`config.mk`:
```
export PLATFORM = sky130hd
export DESIGN_NAME = edge_window_feeder
export DESIGN_NICKNAME = d
export VERILOG_FILES = /design/src/rtl/edge_window_feeder.sv
export SDC_FILE = /design/constraint.sdc
export NUM_CORES = 1
export LEC_CHECK = 0
export CORE_MARGIN = 4
export CORE_UTILIZATION = 45
export DETAILED_ROUTE_END_ITERATION = 7
export PLACE_DENSITY = 0.65
export SKIP_LAST_GASP = 1
export SYNTH_ARGS = -nofsm -noshare
export SYNTH_HDL_FRONTEND = slang
export SYNTH_SLANG_ARGS = --single-unit
export TNS_END_PERCENT = 30
```
`constraint.sdc`:
```
create_clock -name clk -period 2.3 [get_ports clk]
set_input_delay 0.345 -clock clk [delete_from_list [all_inputs] [get_ports clk]]
set_output_delay 0.345 -clock clk [all_outputs]
set_load 0.05 [all_outputs]
```
`src/rtl/edge_window_feeder.sv`:
```
// edge_window_feeder: FIFO-buffered edge serialiser (probe/settle/store) with circular window pointer; macro EDGE_FEEDER_IDCHK_EN adds ID range drop.
// Accept at edge N -> data_rdy in cycle N+2, edge_rdy in N+4; backpressure via in_ready = !fifo_full.

module edge_window_fifo #(
  parameter int WIDTH = 22,
  parameter int DEPTH = 8
) (
  input  logic             clk,
  input  logic             rst,
  input  logic             push,
  input  logic [WIDTH-1:0] push_dat,
  input  logic             pop,
  output logic [WIDTH-1:0] pop_dat,
  output logic             full,
  output logic             empty
);
  localparam int AW = (DEPTH > 1) ? $clog2(DEPTH) : 1;
  localparam int CW = $clog2(DEPTH + 1);

  logic [WIDTH-1:0] mem [DEPTH];
  logic [AW-1:0]    rd_ptr;
  logic [AW-1:0]    wr_ptr;
  logic [CW-1:0]    count;
  logic             push_ok;
  logic             pop_ok;

  assign full    = (count == CW'(DEPTH));
  assign empty   = (count == '0);
  assign pop_ok  = pop && !empty;
  // A push into a full FIFO is fine when the same cycle frees a slot.
  assign push_ok = push && (!full || pop_ok);
  assign pop_dat = mem[rd_ptr];

  always_ff @(posedge clk) begin
    if (push_ok) mem[wr_ptr] <= push_dat;
  end

  always_ff @(posedge clk or posedge rst) begin
    if (rst) begin
      rd_ptr <= '0;
      wr_ptr <= '0;
      count  <= '0;
    end else begin
      if (push_ok) wr_ptr <= wr_ptr + AW'(1);
      if (pop_ok)  rd_ptr <= rd_ptr + AW'(1);
      case ({push_ok, pop_ok})
        2'b10:   count <= count + CW'(1);
        2'b01:   count <= count - CW'(1);
        default: count <= count;
      endcase
    end
  end
endmodule

module edge_window_feeder #(
  parameter int WINSIZE    = 200,
  parameter int POPSIZE    = 100,
  parameter int ID_WIDTH   = 11,
  parameter int FIFO_DEPTH = 8
) (
  input  logic                         clk,
  input  logic                         rst,
  input  logic                         in_valid,
  output logic                         in_ready,
  input  logic [ID_WIDTH-1:0]          in_src,
  input  logic [ID_WIDTH-1:0]          in_dst,
  input  logic                         win_clr,
  output logic [ID_WIDTH-1:0]          edge_out,
  output logic [$clog2(WINSIZE)-1:0]   edge_addr,
  output logic                         data_rdy,
  output logic                         edge_rdy,
  output logic [$clog2(WINSIZE+1)-1:0] win_count,
  output logic                         win_full,
  output logic                         id_err,
  output logic                         busy
);
  localparam int AW = $clog2(WINSIZE);
  localparam int CW = $clog2(WINSIZE + 1);

`ifdef EDGE_FEEDER_IDCHK_EN
  localparam bit IDCHK = 1'b1;
`else
  localparam bit IDCHK = 1'b0;
`endif

  localparam logic [1:0] S_IDLE   = 2'd0;
  localparam logic [1:0] S_PROBE  = 2'd1;
  localparam logic [1:0] S_SETTLE = 2'd2;
  localparam logic [1:0] S_STORE  = 2'd3;

  typedef struct packed {
    logic [ID_WIDTH-1:0] src;
    logic [ID_WIDTH-1:0] dst;
  } edge_t;

  logic [1:0]        state;
  edge_t             hold;
  edge_t             head;
  logic [AW-1:0]     wr_ptr;
  logic [CW-1:0]     win_cnt;
  logic              clr_pend;
  logic              clr_now;
  logic              accept;
  logic              id_bad;
  logic              fifo_push;
  logic              fifo_pop;
  logic              fifo_full;
  logic              fifo_empty;
  logic [2*ID_WIDTH-1:0] fifo_dat;
  logic              pop_slot;

  assign in_ready  = !rst && !fifo_full;
  assign accept    = in_valid && in_ready;
  assign id_bad    = IDCHK && ((in_src >= ID_WIDTH'(POPSIZE)) || (in_dst >= ID_WIDTH'(POPSIZE)));
  assign fifo_push = accept && !id_bad;
  assign head      = fifo_dat;

  // A new edge can only be taken when the bus is free: from IDLE or as STORE finishes.
  assign pop_slot  = (state == S_IDLE) || (state == S_STORE);
  assign fifo_pop  = pop_slot && !fifo_empty;
  assign clr_now   = win_clr || clr_pend;

  edge_window_fifo #(
    .WIDTH (2 * ID_WIDTH),
    .DEPTH (FIFO_DEPTH)
  ) u_fifo (
    .clk      (clk),
    .rst      (rst),
    .push     (fifo_push),
    .push_dat ({in_src, in_dst}),
    .pop      (fifo_pop),
    .pop_dat  (fifo_dat),
    .full     (fifo_full),
    .empty    (fifo_empty)
  );

  always_ff @(posedge clk or posedge rst) begin
    if (rst) begin
      state <= S_IDLE;
      hold  <= '0;
    end else begin
      case (state)
        S_PROBE:  state <= S_SETTLE;
        S_SETTLE: state <= S_STORE;
        default: begin
          if (fifo_pop) begin
            hold  <= head;
            state <= S_PROBE;
          end else begin
            state <= S_IDLE;
          end
        end
      endcase
    end
  end

  // Clears land only between edges, so an in-flight edge always stores at the old pointer.
  always_ff @(posedge clk or posedge rst) begin
    if (rst) begin
      wr_ptr   <= '0;
      win_cnt  <= '0;
      clr_pend <= 1'b0;
    end else if (pop_slot && clr_now) begin
      wr_ptr   <= '0;
      win_cnt  <= '0;
      clr_pend <= 1'b0;
    end else begin
      clr_pend <= clr_pend || win_clr;
      if (state == S_STORE) begin
        wr_ptr <= (wr_ptr == AW'(WINSIZE - 1)) ? '0 : wr_ptr + AW'(1);
        if (win_cnt != CW'(WINSIZE)) win_cnt <= win_cnt + CW'(1);
      end
    end
  end

  // Registered bus: every output trails the FSM by one cycle.
  always_ff @(posedge clk or posedge rst) begin
    if (rst) begin
      edge_out  <= '0;
      edge_addr <= '0;
      data_rdy  <= 1'b0;
      edge_rdy  <= 1'b0;
      win_count <= '0;
      win_full  <= 1'b0;
      id_err    <= 1'b0;
      busy      <= 1'b0;
    end else begin
      case (state)
        S_PROBE, S_SETTLE: edge_out <= hold.src;
        S_STORE:           edge_out <= hold.dst;
        default:           edge_out <= edge_out;
      endcase
      edge_addr <= wr_ptr;
      data_rdy  <= (state == S_PROBE);
      edge_rdy  <= (state == S_STORE);
      win_count <= win_cnt;
      win_full  <= (win_cnt == CW'(WINSIZE));
      id_err    <= accept && id_bad;
      busy      <= (state != S_IDLE) || !fifo_empty;
    end
  end
endmodule
```
# --- Yosys cells after proc, flatten, opt, wreduce, memory -nomap -nowiden ---
# Memory sizes are Yosys's and may differ from the RTL's. A register that Yosys moved wholly into a read port is not among the register bits.
# Cells that the tools add are included.
op_classes:
  n_mux: 13
  addsub: 6
  n_reduce_logical: 23
  n_eq_ne: 9
  n_bitwise: 1
op_table:
  columns: ["op", "count"]
  rows:
  - ["two-way mux 8 bit", 6]
  - ["case mux 11 bit (2 select lines)", 1]
  - ["adder 8 x 1 -> 8 bit, second input constant", 2]
  - ["equality test 8 bit, second input constant", 2]
  - ["nonzero test 2 bit", 5]
  - ["!= test 8 bit, second input constant", 1]
  - ["case mux 4 bit (2 select lines)", 1]
  - ["adder 3 x 1 -> 3 bit, second input constant", 2]
  - ["equality test 2 bit, second input constant", 3]
  - ["logical AND 1 bit", 6]
  - ["adder 4 x 1 -> 4 bit, second input constant", 1]
  - ["equality test 2 x 1 -> 1 bit, second input constant", 2]
  - ["equality test 4 bit, second input constant", 1]
  - ["zero test 4 bit", 1]
  - ["logical OR 1 bit", 4]
  - ["two-way mux 1 bit", 4]
  - ["case mux 2 bit (2 select lines)", 1]
  - ["AND reduction 2 bit", 2]
  - ["subtractor 4 x 1 -> 4 bit, second input constant", 1]
  - ["zero test 1 bit", 3]
  - ["zero test 2 bit", 1]
  - ["OR reduction 2 bit", 1]
  - ["NOT 1 bit", 1]
word_totals:
  out_inout_bits: 33
  input_bits: 26
  ramBits: 176
  reg_bits: 60
  memories: 1
memory_table:
  columns: ["name", "words", "width", "read_ports", "rd_ports_with_merged_regs", "write_ports", "line_no", "source"]
  rows:
  - ["u_fifo.mem", 8, 22, 1, 1, 1, "20", "logic [WIDTH-1:0] mem [DEPTH];"]

# --- Logic depth before layout (Yosys ltp) ---
logic_depth:
  depth_word: 8
  ltp_mapped: 12

# --- By module ---
# From an unflattened synthesis, not the netlist that was laid out.
hier_totals:
  hier_cells: 540
  area_unflattened_um2: 10323.7
by_module_without_submodules:
  columns: ["module", "area_each_um2", "cells_per_inst", "seq_area_each_um2", "instances"]
  rows:
  - ["edge_window_fifo", 7452.1, 324, 5535.3, 1]
  - ["edge_window_feeder", 2871.5, 216, 1801.7, 1]

# --- Least setup slack after synthesis ---
# No wires, ideal clock.
synth_path:
  path_kind: "register to register"
  start: "register u_fifo.count[1]"
  end: "memory u_fifo.mem[7][0] (enable)"
  arrival_ns: 2.037
  slack_ns: -0.138
  stages_incl_launch_ff: 5
  setup_time_ns: 0.401
  t_required_ns: 1.899
  path_cell_list: "dfrtp_1 > nor3_2 > a211oi_4 > nand2_2 > nor2_1"
synth_via:
  elab_chain_len: 8
  elab_cells_between_ends: 12
synth_lines:
  columns: ["element", "line_no", "source"]
  rows:
  - ["from (decl)", "23", "logic [CW-1:0] count;"]
  - ["from (signal assigned)", "47", "2'b10: count <= count + CW'(1);"]
  - ["from (signal assigned)", "48", "2'b01: count <= count - CW'(1);"]
  - ["from (signal assigned)", "49", "default: count <= count;"]
  - ["zero test 4 bit", "28", "assign empty = (count == '0);"]
  - ["zero test 1 bit", "29, 120", null]
  - ["logical AND 1 bit", "120", "assign fifo_pop = pop_slot && !fifo_empty;"]
  - ["logical AND 1 bit", "29", "assign pop_ok = pop && !empty;"]
  - ["logical OR 1 bit", "31", "assign push_ok = push && (!full || pop_ok);"]
  - ["logical AND 1 bit *", "31", null]
  - ["two-way mux 1 bit *", "35", "if (push_ok) mem[wr_ptr] <= push_dat;"]
  - ["two-way mux 1 bit (implied by the code) *", "35", null]
  - ["to (decl)", "20", null]
# Every way passes the cells marked *; elsewhere a longest branch is shown, timed or not.

# --- Worst setup path in the final report ---
layout_path:
  start: "register u_fifo.count[0]"
  end: "register u_fifo.count[2]"
layout_via:
  elab_chain_len: 8
  elab_cells_between_ends: 16
layout_lines:
  columns: ["element", "line_no", "source"]
  rows:
  - ["zero test 4 bit", "28", null]
  - ["zero test 1 bit", "29, 120", null]
  - ["logical AND 1 bit", "120", null]
  - ["logical AND 1 bit", "29", null]
  - ["logical OR 1 bit", "31", null]
  - ["logical AND 1 bit", "31", null]
  - ["equality test 2 x 1 -> 1 bit or equality test 2 bit (tied branches)", "46", "case ({push_ok, pop_ok})"]
  - ["case mux 4 bit (2 select lines) or nonzero test 2 bit (tied branches)", null, null]
# Parallel ways exist; a longest one is shown, timed or not.
# A chain may end at the register's enable or synchronous reset.

==> results.sh <==
export IMPL_hold_buffers=0
export IMPL_preCtsSetupSlack_ns=-0.148
export IMPL_finalMaxSlewViolations=0
export IMPL_critPathLaunchType="register"
export IMPL_synth_edf_count=176
export IMPL_final_cell_area_um2=12100
export IMPL_drc=0
export IMPL_clockBufferDepth=3
export IMPL_grt_util_all_layers=0.159
export IMPL_cp_arrival_ns=2.57
export IMPL_first_global_vias=5272
export IMPL_clk_pin_slew_worst_paths_ns=0.06
export IMPL_h_tree_depth=1
export IMPL_rsz0062_at_grt="no"
export IMPL_cts_tree="built"
export IMPL_yosysTopAreaCell="edfxtp_1"
export IMPL_clock_skew_ns=0.0189
export IMPL_cp_common_cell="xor2_1"
export IMPL_dr_pass1_iters=6
export IMPL_yosys_warnings=0
export IMPL_dp_cells=904
export IMPL_muxShareOfSynthArea=0.137
export IMPL_synth_ff_type="edfxtp_1"
export IMPL_placed_area_um2=11300
export IMPL_synth_compound_area_frac=0.0370
export IMPL_grtUsageMet3=0.0275
export IMPL_regToRegStartpoint="u_fifo.count[0]$_DFFE_PP0P_"
export IMPL_via_count=5146
export IMPL_cts_root_buf="clkbuf_16"
export IMPL_die_h_um=157
export IMPL_grtUsageMet2=0.265
export IMPL_clock_latency_ns=0.54
export IMPL_multi_input_area_um2=2540
export IMPL_yosys_area_share_adder=0.0149
export IMPL_synthCells=559
export IMPL_grt_start_max_net_pins=48
export IMPL_drtIter0Drc=270
export IMPL_syn_area_per_cell_um2=18.0
export IMPL_max_cap_viol_count=0
export IMPL_numClockSinks=258
export IMPL_gp_congestion=0.798
export IMPL_fin_ws_ns=0.146
export IMPL_antenna_found_initial=0
export IMPL_status="complete, no violations"
export IMPL_viasPerCell=5.39
export IMPL_wirelength_um=19300
export IMPL_ys_ff_latch=258
export IMPL_crit_family="simple AND/OR/NAND/NOR gates"
export IMPL_fmax_mhz=464
export IMPL_top_usage_layer="met2"
export IMPL_p_leak_uw=0.00435
export IMPL_crit_path_end_kind="register"
export IMPL_routedWlPerCell_um=20.2
export IMPL_synth_top_family_by_area="multiplexers"
export IMPL_tns_ns=0
export IMPL_r2r_end="u_fifo.count[2]$_DFFE_PP0P_"
export IMPL_yosys_area_top_type_share=0.526
export IMPL_area_delta_synth_final_pct=20.3
export IMPL_path_class="reg -> reg"
export IMPL_synth_cell_types=51
export IMPL_async_reset_ff_frac=0.318
export IMPL_timing_final_crit_share=0.937
export IMPL_slowest_delay_ns=0.47
export IMPL_die_w_um=157
export IMPL_drive_gt1_frac=0.215
export IMPL_min_period_ns=2.15
export IMPL_cp_max_fo=6
export IMPL_worst_pin_slew_ns=0.729
export IMPL_fillers=1705
export IMPL_portBuffers=57
export IMPL_hpwl_um=12100
export IMPL_syn_nets=597
export IMPL_worstPathCellList="nor4_4, nor2_4, ha_1, xor2_1, ha_1, a21oi_2, xor2_1, nor2_1, xor2_1"
export IMPL_vdd_drop_max_uv=990
export IMPL_fp_dieArea_um2=24800
export IMPL_initial_core_util=0.459
export IMPL_register_area_um2=7340
export IMPL_slowest_stage="dfrtp_2"
export IMPL_grt_pass1_wl_um=30400
export IMPL_ys_top_cells_by_area="edfxtp_1, dfrtp_1, mux4_2, mux2i_1, nor2_1"
export IMPL_diodes=0
export IMPL_final_nets=692
export IMPL_yosys_area_share_simple=0.0445
export IMPL_finalSetupViolCount=0
export IMPL_grt_ovfl_total=0
export IMPL_reg2reg_slack_ns=0.15
export IMPL_cts_made_buffers=27
export IMPL_power_density_nw_per_um2=1300
export IMPL_ios=59
export IMPL_finalHoldViolations=0
export IMPL_crit_buf_inv=0
export IMPL_synth_area_um2=10100
export IMPL_relSlewSlack=0.514
export IMPL_ys_seq_area_frac=0.730
export IMPL_row_count=54
export IMPL_worst_hold_path_type="in -> async"
export IMPL_core_um2=21900
export IMPL_ant_nets=0
export IMPL_r2r_cells=9
export IMPL_power_total_uw=15700
export IMPL_stdcell_count=955
export IMPL_synth_xor_area_frac=0.0148
export IMPL_worstPathRequired_ns=2.71
export IMPL_grt_use_met1=0.224
report_power, final:
part	internal (uW)	switching, uW	total [uW]
Clock	2220	1730	3950
Sequential	5780	559	6340
Combinational	2400	3040	5440
Total	10400	5320	15700
worst min-delay path: cells and delay by family:
kind	cells	cell delay (ns)
buffers and inverters	4	0.95
Yosys cell counts (2+ instances only):
cell type,instances
xnor2_1,7
nand3_1,4
nor2_1,41
mux2_4,2
nand2_1,20
and2_1,3
buf_4,2
nor3_2,3
edfxtp_1,176
o21ai_0,12
or3_1,2
and3_1,2
dfrtp_1,82
o211ai_1,2
buf_6,7
mux4_2,44
nand2b_1,2
nand4_1,4
clkbuf_1,4
inv_1,12
mux2i_1,35
nor2b_1,2
xor2_1,10
o21ai_1,4
a21oi_1,29
buf_2,12
ha_1,12
layout make-up:
type	instances	area share
Clock buffer	33	0.0594
Clock inverter	17	0.00807
Inverter	12	0.00403
Multi-Input combinational cell	264	0.210
Sequential cell	258	0.607
Tap cell	280	0.0290
Timing Repair Buffer	91	0.0825
layer usage:
metal  wire, um  up-vias  part of all wire
met5          0        -                 0
met4        388        0             0.020
li1           -     2336                 -
met3        906       35             0.047
met2       9600      133              0.50
met1       8380     2642              0.43
worst max path at each step:
stage	cells past startpoint	slack (ns)	start	to
2_1_floorplan	4	-0.14	u_fifo.count[1]$_DFFE_PP0P_	u_fifo.mem[7][0]$_DFFE_PP_
3_3_place_gp	11	-0.06	in_valid	u_fifo.count[2]$_DFFE_PP0P_
3_5_place_dp	11	-0.15	in_valid	u_fifo.count[2]$_DFFE_PP0P_
4_1_cts	10	0.03	u_fifo.count[1]$_DFFE_PP0P_	u_fifo.count[2]$_DFFE_PP0P_
5_1_grt	9	0.01	u_fifo.count[1]$_DFFE_PP0P_	u_fifo.count[3]$_DFFE_PP0P_
6_report	9	0.15	u_fifo.count[0]$_DFFE_PP0P_	u_fifo.count[2]$_DFFE_PP0P_
repair_timing:
item / 4_1_cts / 5_1_grt
gates resized for setup: 0 / 4
setup buffers: 0 / 1
setup endpoints to repair: 0 / 2
logic make-up after synthesis:
logic type               count (synthesis)
flip-flops                             258
AND/OR/NAND/NOR                         91
multiplexers                            82
AO/OA/AOI/OAI                           61
buffers and inverters                   37
XOR/XNOR                                17
adder cells (fa/ha/maj)                 12
other                                    1
placed cells by master, fill, tap and decap left out, types with 3 or more instances in the layout:
master,synthesis,layout
inv_1,12,11
dfrtp_2,0,5
clkinv_2,0,7
o21ai_0,12,12
nand3_1,4,4
and2_1,3,3
nor2_1,41,34
buf_4,2,21
mux4_2,44,44
nor2_2,0,6
ha_1,12,12
dfrtp_1,82,77
nand2_1,20,20
xnor2_1,7,7
a21oi_1,29,28
clkdlybuf4s50_1,0,56
clkbuf_16,0,27
edfxtp_1,176,176
nand4_1,4,4
clkbuf_1,4,4
o21ai_1,4,4
buf_12,0,14
xor2_1,10,10
mux2i_1,35,35
clkinv_1,0,7
state kept, by name (all words and copies together), names as in the netlist, 2 cells and up:
name	count
u_fifo.count	4
wr_ptr	8
edge_out	11
win_cnt	8
u_fifo.mem	176
hold	22
edge_addr	8
u_fifo.wr_ptr	3
state	2
win_count	8
u_fifo.rd_ptr	3
metrics by stage:
stage | hold slack [ns] | utilization
2_1_floorplan | 0.386 | -
4_1_cts | 0.389 | 0.552
3_3_place_gp | 0.407 | 0.515
3_5_place_dp | 0.402 | 0.515
5_1_grt | 0.434 | 0.553
6_report | 0.408 | 0.553
No activity file was read; power rests on OpenSTA's default activity.
